--- src/rtl/apb_periph_node.sv ---
// APB3 peripheral node: decodes NB_SLAVES 4 KB windows and forwards each transfer to one slave.
// Define APB_PERIPH_NODE_TIMEOUT_EN to abort access phases that exceed TIMEOUT_CYCLES.
//
// state  | meaning
// IDLE   | waiting for an upstream setup phase
// SETUP  | downstream psel asserted, penable low
// ACCESS | downstream psel and penable high, waiting for the slave's pready
// RESP   | slave response returned upstream
// ERR    | decode miss or timeout, error returned upstream
module apb_periph_node #(
  parameter int unsigned NB_SLAVES       = 4,
  parameter int unsigned APB_ADDR_WIDTH  = 32,
  parameter int unsigned APB_DATA_WIDTH  = 32,
  parameter int unsigned SLAVE_ADDR_BITS = 12,
  parameter logic [APB_ADDR_WIDTH-1:0] BASE_ADDR = 32'h1A10_0000,
  parameter int unsigned TIMEOUT_CYCLES  = 256
) (
  input  logic                                clock,
  input  logic                                reset,
  input  logic                                s_psel,
  input  logic                                s_penable,
  input  logic                                s_pwrite,
  input  logic [APB_ADDR_WIDTH-1:0]           s_paddr,
  input  logic [APB_DATA_WIDTH-1:0]           s_pwdata,
  output logic [APB_DATA_WIDTH-1:0]           s_prdata,
  output logic                                s_pready,
  output logic                                s_pslverr,
  output logic [NB_SLAVES-1:0]                m_psel,
  output logic                                m_penable,
  output logic                                m_pwrite,
  output logic [APB_ADDR_WIDTH-1:0]           m_paddr,
  output logic [APB_DATA_WIDTH-1:0]           m_pwdata,
  input  logic [NB_SLAVES*APB_DATA_WIDTH-1:0] m_prdata,
  input  logic [NB_SLAVES-1:0]                m_pready,
  input  logic [NB_SLAVES-1:0]                m_pslverr,
  output logic                                timeout_o,
  output logic [7:0]                          err_count_o
);

  if (NB_SLAVES < 1 || NB_SLAVES > 16 || TIMEOUT_CYCLES < 2) begin : g_param_check
    $error("apb_periph_node: illegal parameter value");
  end

  typedef enum logic [2:0] {ST_IDLE, ST_SETUP, ST_ACCESS, ST_RESP, ST_ERR} state_t;

  state_t                    state_q, state_d;
  logic [APB_ADDR_WIDTH-1:0] addr_q, offs, win;
  logic [APB_DATA_WIDTH-1:0] wdata_q, rdata_q, sel_rdata;
  logic                      write_q, slverr_q;
  logic [NB_SLAVES-1:0]      sel_q, dec_sel;
  logic [7:0]                err_cnt_q;
  logic                      hit, start, sel_ready, sel_err, timeout_hit;

  assign start     = s_psel & ~s_penable;
  assign sel_ready = |(m_pready & sel_q);
  assign sel_err   = |(m_pslverr & sel_q);

  always_comb begin
    offs = s_paddr - BASE_ADDR;
    win  = offs >> SLAVE_ADDR_BITS;
    hit  = (s_paddr >= BASE_ADDR) && (win < APB_ADDR_WIDTH'(NB_SLAVES));
    for (int i = 0; i < NB_SLAVES; i++) begin
      dec_sel[i] = hit && (win == APB_ADDR_WIDTH'(i));
    end
  end

  always_comb begin
    sel_rdata = '0;
    for (int i = 0; i < NB_SLAVES; i++) begin
      if (sel_q[i]) sel_rdata = sel_rdata | m_prdata[i*APB_DATA_WIDTH +: APB_DATA_WIDTH];
    end
  end

`ifdef APB_PERIPH_NODE_TIMEOUT_EN
  localparam int unsigned TO_W = (TIMEOUT_CYCLES > 2) ? $clog2(TIMEOUT_CYCLES) : 1;
  logic [TO_W-1:0] tcnt_q;
  logic            to_q;

  // Down-counter loaded in SETUP; terminal count reached after TIMEOUT_CYCLES access cycles.
  assign timeout_hit = (tcnt_q == '0) && !sel_ready;
  assign timeout_o   = (state_q == ST_ERR) && to_q;

  always_ff @(posedge clock) begin
    if (reset) begin
      tcnt_q <= '0;
      to_q   <= 1'b0;
    end else begin
      if (state_q == ST_SETUP) begin
        tcnt_q <= TO_W'(TIMEOUT_CYCLES - 1);
      end else if (state_q == ST_ACCESS && !sel_ready && tcnt_q != '0) begin
        tcnt_q <= tcnt_q - 1'b1;
      end
      if (state_q == ST_IDLE) begin
        to_q <= 1'b0;
      end else if (state_q == ST_ACCESS && timeout_hit) begin
        to_q <= 1'b1;
      end
    end
  end
`else
  assign timeout_hit = 1'b0;
  assign timeout_o   = 1'b0;
`endif

  always_comb begin
    state_d = state_q;
    case (state_q)
      ST_IDLE:   if (start) state_d = hit ? ST_SETUP : ST_ERR;
      ST_SETUP:  state_d = ST_ACCESS;
      ST_ACCESS: begin
        if (sel_ready) state_d = ST_RESP;
        else if (timeout_hit) state_d = ST_ERR;
      end
      ST_RESP:   state_d = ST_IDLE;
      ST_ERR:    state_d = ST_IDLE;
      default:   state_d = ST_IDLE;
    endcase
  end

  always_comb begin
    m_psel      = '0;
    m_penable   = 1'b0;
    s_pready    = 1'b0;
    s_pslverr   = 1'b0;
    s_prdata    = '0;
    m_pwrite    = write_q;
    m_paddr     = addr_q;
    m_pwdata    = wdata_q;
    err_count_o = err_cnt_q;
    case (state_q)
      ST_SETUP:  m_psel = sel_q;
      ST_ACCESS: begin
        m_psel    = sel_q;
        m_penable = 1'b1;
      end
      ST_RESP: begin
        s_pready  = 1'b1;
        s_pslverr = slverr_q;
        s_prdata  = rdata_q;
      end
      ST_ERR: begin
        s_pready  = 1'b1;
        s_pslverr = 1'b1;
      end
      default: ;
    endcase
  end

  always_ff @(posedge clock) begin
    if (reset) begin
      state_q   <= ST_IDLE;
      addr_q    <= '0;
      wdata_q   <= '0;
      write_q   <= 1'b0;
      sel_q     <= '0;
      rdata_q   <= '0;
      slverr_q  <= 1'b0;
      err_cnt_q <= '0;
    end else begin
      state_q <= state_d;
      if (state_q == ST_IDLE && start) begin
        addr_q  <= s_paddr;
        wdata_q <= s_pwdata;
        write_q <= s_pwrite;
        sel_q   <= dec_sel;
      end
      if (state_q == ST_ACCESS && sel_ready) begin
        rdata_q  <= sel_rdata;
        slverr_q <= sel_err;
      end
      if (state_q == ST_ERR && err_cnt_q != 8'hFF) begin
        err_cnt_q <= err_cnt_q + 8'd1;
      end
    end
  end

endmodule
--- config.mk ---
export PLATFORM = sky130hd
export DESIGN_NAME = apb_periph_node
export DESIGN_NICKNAME = d
export VERILOG_FILES = /design/src/rtl/apb_periph_node.sv
export SDC_FILE = /design/constraint.sdc
export NUM_CORES = 1
export LEC_CHECK = 0
export BUFFER_PORTS_ARGS = -buffer_cell sky130_fd_sc_hd__clkbuf_2
export CAP_MARGIN = 20
export CORE_AREA = 4 4 122 124
export CTS_BUF_LIST = sky130_fd_sc_hd__clkbuf_8 sky130_fd_sc_hd__clkbuf_16
export CTS_CLUSTER_SIZE = 40
export DETAILED_ROUTE_END_ITERATION = 10
export DIE_AREA = 0 0 126 128
export PLACE_DENSITY_LB_ADDON = 0.3
export SLEW_MARGIN = 0
export SYNTH_ARGS = -nofsm -noshare
export SYNTH_HDL_FRONTEND = slang
export SYNTH_SLANG_ARGS = --single-unit
--- constraint.sdc ---
create_clock -name clock -period 2.6 [get_ports clock]
set_input_delay 0.26 -clock clock [delete_from_list [all_inputs] [get_ports clock]]
set_output_delay 0.26 -clock clock [all_outputs]
set_load 0.01 [all_outputs]
==> results of run 1 <==
==> synth_stat cells, types with 2 or more instances <==
library cell / count
nand2_1: 138
dfxtp_1: 113
a22oi_1: 68
a21oi_1: 67
clkbuf_1: 46
nor2_1: 43
and2_1: 37
a311oi_1: 33
buf_2: 5
o21ai_0: 5
xor2_1: 5
nand3b_1: 4
nor3b_1: 4
o211ai_1: 4
buf_1: 3
nor4_1: 3
and3_1: 2
o2111ai_1: 2
or4_1: 2
or4b_1: 2
==> cell families (layout without fill, tap and decap cells) <==
kind of cell	Yosys count	in the layout	share of synthesized area, %
adders and majority gates	1	1	0.254
muxes	1	1	0.203
and+or+nand+nor	244	244	22.5
other	1	1	0.0762
xor gates and xnor gates	6	6	1.07
AOI/OAI and AO/OA	184	184	25.3
DFF	113	113	45.9
buffers and inverters	57	360	4.70
==> power groups by stage <==
| stage | clock [mW] | sequential (mW) | combinational, mW |
|---|---|---|---|
| 2_1_floorplan | 0 | 1.87 | 0.126 |
| 3_3_place_gp | 0 | 1.85 | 0.386 |
| 3_5_place_dp | 0 | 1.85 | 0.390 |
| 4_1_cts | 2.21 | 1.81 | 0.392 |
| 5_1_grt | 2.31 | 1.82 | 0.432 |
| 6_report | 2.17 | 1.81 | 0.388 |
==> routing by layer <==
layer | GRT usage (%) | share of wire (%)
met5 | 0 | 0
met4 | 7.44 | 1.5
met1 | 24.0 | 40
met3 | 8.58 | 11
met2 | 32.6 | 47
==> registers in the layout, indices dropped and copies added, names as in the netlist <==
signal       cells
state_q          3
sel_q            4
slverr_q         1
m_pwdata        32
m_paddr         32
rdata_q         32
m_pwrite         1
err_count_o      8
==> tightest hold or removal path, cell delays in order <==
cell and delay (ns):
clkbuf_2 0.08, nand2_1 0.04, a21oi_1 0.05
==> per-stage QoR <==
step	setup WS (ns)	utilization [%]	instances	instance area (um2)
3_3_place_gp	0.526	48.1	1058	6620
2_1_floorplan	0.748	-	607	4920
5_1_grt	0.364	52.1	1090	7180
4_1_cts	0.541	52.1	1090	7180
3_5_place_dp	0.491	48.1	1058	6620
6_report	0.532	52.1	1090	7180
==> final cells by class <==
type | instances | area share, %
multi-input cells | 437 | 34.1
flip-flops and latches | 113 | 31.5
repair buffers | 327 | 23.4
clock buffers | 17 | 5.92
well taps | 180 | 3.14
clock inverters | 15 | 1.88
inverters | 1 | 0.0523
==> how the worst max path moves through the flow <==
stage                      from  cells after the start          end  slack, ns
global placement    s_paddr[24]                      5     sel_q[3]       0.53
global route         state_q[0]                      4     sel_q[1]       0.36
CTS                  state_q[0]                      4     sel_q[1]       0.54
detailed placement  s_paddr[24]                      5     sel_q[3]       0.49
floorplan            state_q[2]                      6  rdata_q[10]       0.75
finish               state_q[0]                      4     sel_q[1]       0.53
==> results.json, run 1 <==
{
  "combPwrFrac_pct": 8.9,
  "cts-hold-fix-buffers": 0,
  "ios": 318,
  "dieArea_um2": 16100,
  "yosysWarnings": 0,
  "cts_tree": "yes",
  "antenna_cells": 0,
  "end_kind": "flip-flop",
  "worstSetupPathType": "reg -> reg",
  "finalPower_mw": 4.37,
  "powerDensity_nw_per_um2": 609,
  "status": "completed",
  "worstMarginPinSlew_ns": 0.624,
  "layout.nets": 1103,
  "rsz0062_at_grt": "no",
  "multi_input_area_um2": 2450,
  "cp_top_family": "simple AND/OR/NAND/NOR gates",
  "viasPerCell": 4.99,
  "drv_cap": 0,
  "holdPathStages": 3,
  "cp.arrival_ns": 2.39,
  "yosysSeqAreaShare_pct": 45.9,
  "antenna_found_initial": 0,
  "drtAntennaViolNets": 0,
  "synthTopCellsByArea": "dfxtp_1 46%, nand2_1 11%, a22oi_1 10%",
  "max_freq_ghz": 0.483,
  "wirelength_um": 17100,
  "gr-total-overflow": 0,
  "core_area_um2": 13800,
  "slew_headroom_pct": 58.4,
  "crit_buf_inv": 0,
  "die_h_um": 128,
  "synth_top_area_share_pct": 45.9,
  "fill_cells": 1363,
  "floorplan.initialDensity_pct": 35.7,
  "required_ns": 2.92,
  "clock_power_share_pct": 49.7,
  "hold_violations": 0,
  "skew_ns": 0.0116,
  "dpl.hpwl_um": 12600,
  "power.static_leakage_nw": 3.12,
  "fin_crit_ns": 2.07,
  "post_cts_buffers": 0,
  "r2r-start": "state_q[0]",
  "hold_path.class": "in -> reg",
  "finalSetupViolations": 0,
  "switching_power_mw": 1.08,
  "pwr-share-seq_pct": 41.4,
  "cts_root_buf": "clkbuf_16",
  "worst_path_max_delay_cell": "or4b_4",
  "syn_nets": 813,
  "ys_types": 41,
  "syn_inst": 607,
  "peakVddDrop_mv": 0.448,
  "grt_pass1_wl_um": 26300,
  "min_to": "m_pwdata[28]",
  "crit_fanout": 34,
  "area.sequential_um2": 2260,
  "grt_usage_pct": 20.2,
  "numCtsBuffers": 17,
  "worstSkewPairLatency_ns": 0.41,
  "r2r_slack_ns": 0.53,
  "synth-main-ff-cell": "dfxtp_1",
  "grt_start_max_net_pins": 66,
  "finalMaxSlewViolations": 0,
  "wl_per_cell_um": 15.7,
  "swShare_pct": 24.7,
  "clk_pin_slew_ns": 0.06,
  "drc": 0,
  "timing.final.crit_share_pct": 79.6,
  "p_int_mw": 3.29,
  "htreeDepth": 4,
  "yosysTopAreaCell": "dfxtp_1",
  "start_kind": "flip-flop",
  "gp_congestion": 0.821,
  "drive_above_1_share_pct": 39.9,
  "first_pass_iters": 5,
  "grt_pass1_vias": 5142,
  "clock_sinks": 113,
  "synth_edf_count": 0,
  "clockBufferDepth": 2,
  "slowest_delay_ns": 0.68,
  "io_buffers": 316,
  "die_x_um": 126,
  "worstRegToRegCells": 4,
  "setup_tns_ns": 0,
  "synth_area_per_cell_um2": 8.11,
  "final_cell_mix": "315 x clkbuf_2, 138 x nand2_1, 113 x dfxtp_1",
  "crit_chain": "or2_1 > or4b_4 > or4b_1 > o21ai_0",
  "syn_area_um2": 4920,
  "synth_seq_cells": 113,
  "hp-start": "s_pwdata[28]",
  "syn_to_final_growth_pct": 45.8,
  "r2r-end": "sel_q[1]",
  "drtIter0Drc": 268,
  "cts_resized": 0,
  "dr_total_vias": 5441,
  "num_rows": 43,
  "layout_commonest_cell": "clkbuf_2",
  "hold_slack_ns": 0.0674,
  "async_reset_ff_share_pct": 0
}
(Power assumes the default switching activity.)
==> run 2: changes to the inputs <==
CORE_AREA = 4 4 123 125   (was 4 4 122 124)
DIE_AREA = 0 0 127 129   (was 0 0 126 128)
clock period = 1.7 ns   (was 2.6 ns; I/O delays follow)
==> results.json, run 2 (same netlist as run 1, synthesis figures left out) <==
{
  "status": "complete, but fails checks",
  "violations": "setup timing",
  "numCtsBuffers": 17,
  "start_kind": "flip-flop",
  "viasPerCell": 5.03,
  "layout.nets": 1188,
  "drtIter0Drc": 304,
  "cp.arrival_ns": 2.11,
  "gp_congestion": 0.860,
  "crit_fanout": 6,
  "dp.cells": 1075,
  "dieArea_um2": 16400,
  "finalMaxSlewViolations": 0,
  "clk_pin_slew_ns": 0.06,
  "grt_pass1_vias": 5825,
  "worstSkewPairLatency_ns": 0.40,
  "r2r_slack_ns": -0.07,
  "first_pass_iters": 6,
  "holdPathStages": 3,
  "drive_above_1_share_pct": 44.2,
  "dr_total_vias": 5907,
  "antenna_found_initial": 0,
  "grt_start_max_net_pins": 70,
  "worstSetupPathType": "reg -> reg",
  "cts_root_buf": "clkbuf_16",
  "power.static_leakage_nw": 3.69,
  "hold_slack_ns": 0.0210,
  "fin_cells": 1175,
  "drc": 0,
  "num_rows": 43,
  "fin_crit_ns": 1.77,
  "die_x_um": 127,
  "wl_per_cell_um": 17.2,
  "fill_cells": 1189,
  "dpl.hpwl_um": 13100,
  "end_kind": "flip-flop",
  "r2r-end": "sel_q[2]",
  "peakVddDrop_mv": 0.614,
  "final_cell_mix": "282 x clkbuf_2, 136 x nand2_1, 110 x dfxtp_1",
  "r2r-start": "state_q[1]",
  "clockBufferDepth": 2,
  "core_area_um2": 13900,
  "cts_tree": "yes",
  "wirelength_um": 20200,
  "slew_headroom_pct": 65.1,
  "worstRegToRegCells": 4,
  "grt_usage_pct": 23.1,
  "die_h_um": 129,
  "antenna_cells": 0,
  "io_buffers": 316,
  "powerDensity_nw_per_um2": 797,
  "hold_violations": 0,
  "clock_sinks": 113,
  "htreeDepth": 4,
  "hp-start": "s_pwdata[27]",
  "worst_slack_ns": -0.0664,
  "worstMarginPinSlew_ns": 0.519,
  "syn_to_final_growth_pct": 72.6,
  "rsz0062_at_grt": "yes",
  "gr-total-overflow": 0,
  "finalSetupViolations": 19,
  "skew_ns": 0.00776,
  "hold_path.class": "in -> reg",
  "floorplan.initialDensity_pct": 35.5,
  "drtAntennaViolNets": 0,
  "max_freq_ghz": 0.566,
  "min_to": "m_pwdata[27]",
  "layout_commonest_cell": "clkbuf_2",
  "ios": 318,
  "timing.final.crit_share_pct": 104,
  "drv_cap": 0,
  "required_ns": 2.04,
  "grt_pass1_wl_um": 29900
}
## run 2: cell count changes in the layout (fill, tap and decap cells not counted), moves of 4 or more
cell | before | now
dlygate4sd3_1 | 0 | 50
buf_6 | 0 | 30
clkbuf_2 | 315 | 282
buf_4 | 11 | 25
buf_12 | 1 | 8
o21ai_0 | 5 | 1
clkbuf_8 | 0 | 6
and2_4 | 0 | 31
clkbuf_16 | 17 | 21
and2_1 | 37 | 6
o21ai_1 | 1 | 5
## run 2: through the flow
step	total power [mW]	area (um2)	TNS, ns	util (%)	worst slack [ns]
floorplan	3.05	4930	-0.168	-	-0.111
global placement	3.44	6810	-0.379	49.0	-0.164
detailed placement	3.44	6810	-0.558	49.0	-0.209
CTS	6.82	8150	-3.26	58.7	-0.152
global route	7.06	8500	-3.04	61.2	-0.123
finish	6.78	8500	-0.478	61.2	-0.0664
## run 2: worst max-delay path: stages (launching register included)
cell and delay [ns]:
dfxtp_2 0.32, or2_4 0.25, or4b_4 0.53, or4b_1 0.48, o21ai_1 0.11
## run 2: layout make-up
| class | count | area (um2) | area share, % |
|---|---|---|---|
| tap | 180 | 225 | 2.65 |
| timing repair buffer | 412 | 2870 | 33.8 |
| clock inverter | 15 | 123 | 1.44 |
| clock buffer | 17 | 425 | 5.01 |
| multi-input combinational | 437 | 2580 | 30.4 |
| sequential | 113 | 2270 | 26.7 |
| inverter | 1 | 3.75 | 0.0442 |
## run 2: per-layer routing
layer	GRT usage (%)	wire, um
met1	24.6	7500
met2	40.8	10100
met3	9.38	2110
met4	9.21	451
met5	0	0
## run 2: how the worst max path moves through the flow
stage                            from            to  slack, ns  cells after the start
after floorplan            state_q[1]      sel_q[2]      -0.11                      5
after global placement    s_paddr[24]      sel_q[3]      -0.16                      6
after detailed placement  s_paddr[24]      sel_q[3]      -0.21                      6
after CTS                  state_q[1]  s_prdata[29]      -0.15                      8
after global routing       state_q[1]      sel_q[1]      -0.12                      4
final                      state_q[1]      sel_q[2]      -0.07                      4
## run 2: report_power, final
group,internal (mW),switching (mW),leakage [nW]
Sequential,2.73,0.0426,0.919
Clock,1.99,1.27,0.267
Combinational,0.395,0.350,2.50
## run 2: timing repair
action                                  CTS  global route
hold endpoints to repair                 50             0
buffers inserted                          6             9
cloned                                    3             4
pin swaps                                11            18
hold buffers                             50             0
resized for setup                        42            80
endpoints found under the setup margin   50           115
==> run 3: changes to the inputs <==
CELL_PAD_IN_SITES_DETAIL_PLACEMENT = 2   (was default)
CELL_PAD_IN_SITES_GLOBAL_PLACEMENT = 2   (was default)
CORE_AREA = default   (was 4 4 123 125)
CORE_MARGIN = 4   (was default)
CORE_UTILIZATION = 20   (was default)
DIE_AREA = default   (was 0 0 127 129)
==> results.json, run 3 (same netlist as run 1, synthesis figures left out) <==
{
  "cts_root_buf": "clkbuf_16",
  "power.static_leakage_nw": 4.08,
  "die_h_um": 165,
  "violations": "setup timing",
  "layout_commonest_cell": "clkbuf_2",
  "crit_chain": "or2_4 > or4b_4 > or4b_1 > o21ai_1",
  "worst_path_max_delay_cell": "or4b_4",
  "peakVddDrop_mv": 0.578,
  "gp_congestion": 0.749,
  "timing.final.crit_share_pct": 109,
  "end_kind": "flip-flop",
  "wl_per_cell_um": 20.7,
  "drive_above_1_share_pct": 54.1,
  "syn_to_final_growth_pct": 93.3,
  "wirelength_um": 27800,
  "antenna_found_initial": 0,
  "hold_violations": 0,
  "utilization_pct": 39.3,
  "worst_slack_ns": -0.152,
  "max_freq_ghz": 0.540,
  "cp.arrival_ns": 2.18,
  "core_area_um2": 24200,
  "hold_path.class": "in -> reg",
  "finalMaxSlewViolations": 0,
  "start_kind": "flip-flop",
  "layout.nets": 1215,
  "setup_tns_ns": -4.72,
  "worstSetupPathType": "reg -> reg",
  "crit_fanout": 6,
  "floorplan.initialDensity_pct": 20.3,
  "first_pass_iters": 4,
  "required_ns": 2.03,
  "die_x_um": 165,
  "hold_slack_ns": 0.0259,
  "skew_ns": 0.0144,
  "multi_input_area_um2": 3030,
  "rsz0062_at_grt": "yes",
  "grt_pass1_wl_um": 37500,
  "fin_crit_ns": 1.85,
  "clock_sinks": 113,
  "cts_tree": "yes",
  "clockBufferDepth": 2,
  "dpl_worst_slack_ns": -0.329,
  "grt_usage_pct": 17.6,
  "fill_cells": 2747,
  "worstSkewPairLatency_ns": 0.42,
  "drv_cap": 0,
  "area.sequential_um2": 2270,
  "gr-total-overflow": 0,
  "numCtsBuffers": 17,
  "finalSetupViolations": 92,
  "clk_pin_slew_ns": 0.06,
  "io_buffers": 316,
  "num_rows": 57,
  "drc": 0,
  "dr_total_vias": 6222,
  "viasPerCell": 4.62,
  "htreeDepth": 4,
  "powerDensity_nw_per_um2": 746,
  "drtIter0Drc": 204,
  "grt_pass1_vias": 6597,
  "dieArea_um2": 27200,
  "grt_start_max_net_pins": 64,
  "dpl.hpwl_um": 17400,
  "slowest_delay_ns": 0.54,
  "antenna_cells": 0,
  "ios": 318,
  "final_cell_mix": "282 x clkbuf_2, 110 x dfxtp_1, 107 x nand2_1",
  "status": "complete, but fails checks",
  "drtAntennaViolNets": 0
}
[run 3: layout make-up]
cell class                 instances  area share (%)
clock inverter                    15            1.31
tap                              324            4.26
clock buffer                      17            4.47
sequential                       113            23.8
timing repair buffer             439            34.3
multi-input combinational        437            31.9
inverter                           1          0.0394
[run 3: path summary, 6_finish.rpt]
| path | start | endpoint | slack [ns] | cells after the start |
|---|---|---|---|---|
| worst max-delay path | state_q[1] | sel_q[1] | -0.15 | 4 |
| worst min-delay path | s_paddr[14] | m_paddr[14] | 0.03 | 3 |
| worst min register to register | m_paddr[10] | m_paddr[10] | 0.46 | 2 |
| worst max register to register | state_q[1] | sel_q[1] | -0.15 | 4 |
[run 3: power breakdown]
group	total [mW]	switching (mW)	internal (mW)	leakage [nW]
registers	2.77	0.0430	2.73	0.919
clock network	3.39	1.48	1.91	0.270
logic	0.946	0.456	0.490	2.90
[run 3: routing by layer]
layer	share of wire, %	wire length (um)	vias to the layer above	global-route usage, %
met5	0	0	-	0
li1	-	-	2975	-
met4	0.62	173	0	3.40
met1	40	11000	2995	19.8
met3	8.3	2300	15	6.84
met2	51	14300	237	31.8
[run 3: critical path, delay by kind of cell (launching register included)]
kind,cells,cell delay (ns)
and+or+nand+nor,3,1.29
DFF,1,0.32
AOI/OAI and AO/OA,1,0.16
[run 3: stage by stage]
step	instances	instance area, um2	power (mW)
2_1_floorplan	607	4930	3.05
3_3_place_gp	1225	7080	3.49
3_5_place_dp	1225	7080	3.50
4_1_cts	1317	8370	7.03
5_1_grt	1346	9520	7.45
6_report	1346	9520	7.10
[run 3: timing repair]
item	CTS	global route
cloned	2	16
buffers inserted	7	12
endpoints found under the setup margin	41	145
pin swaps	23	61
resized for setup	30	203
endpoints found under the hold margin	51	1
hold buffers	51	1
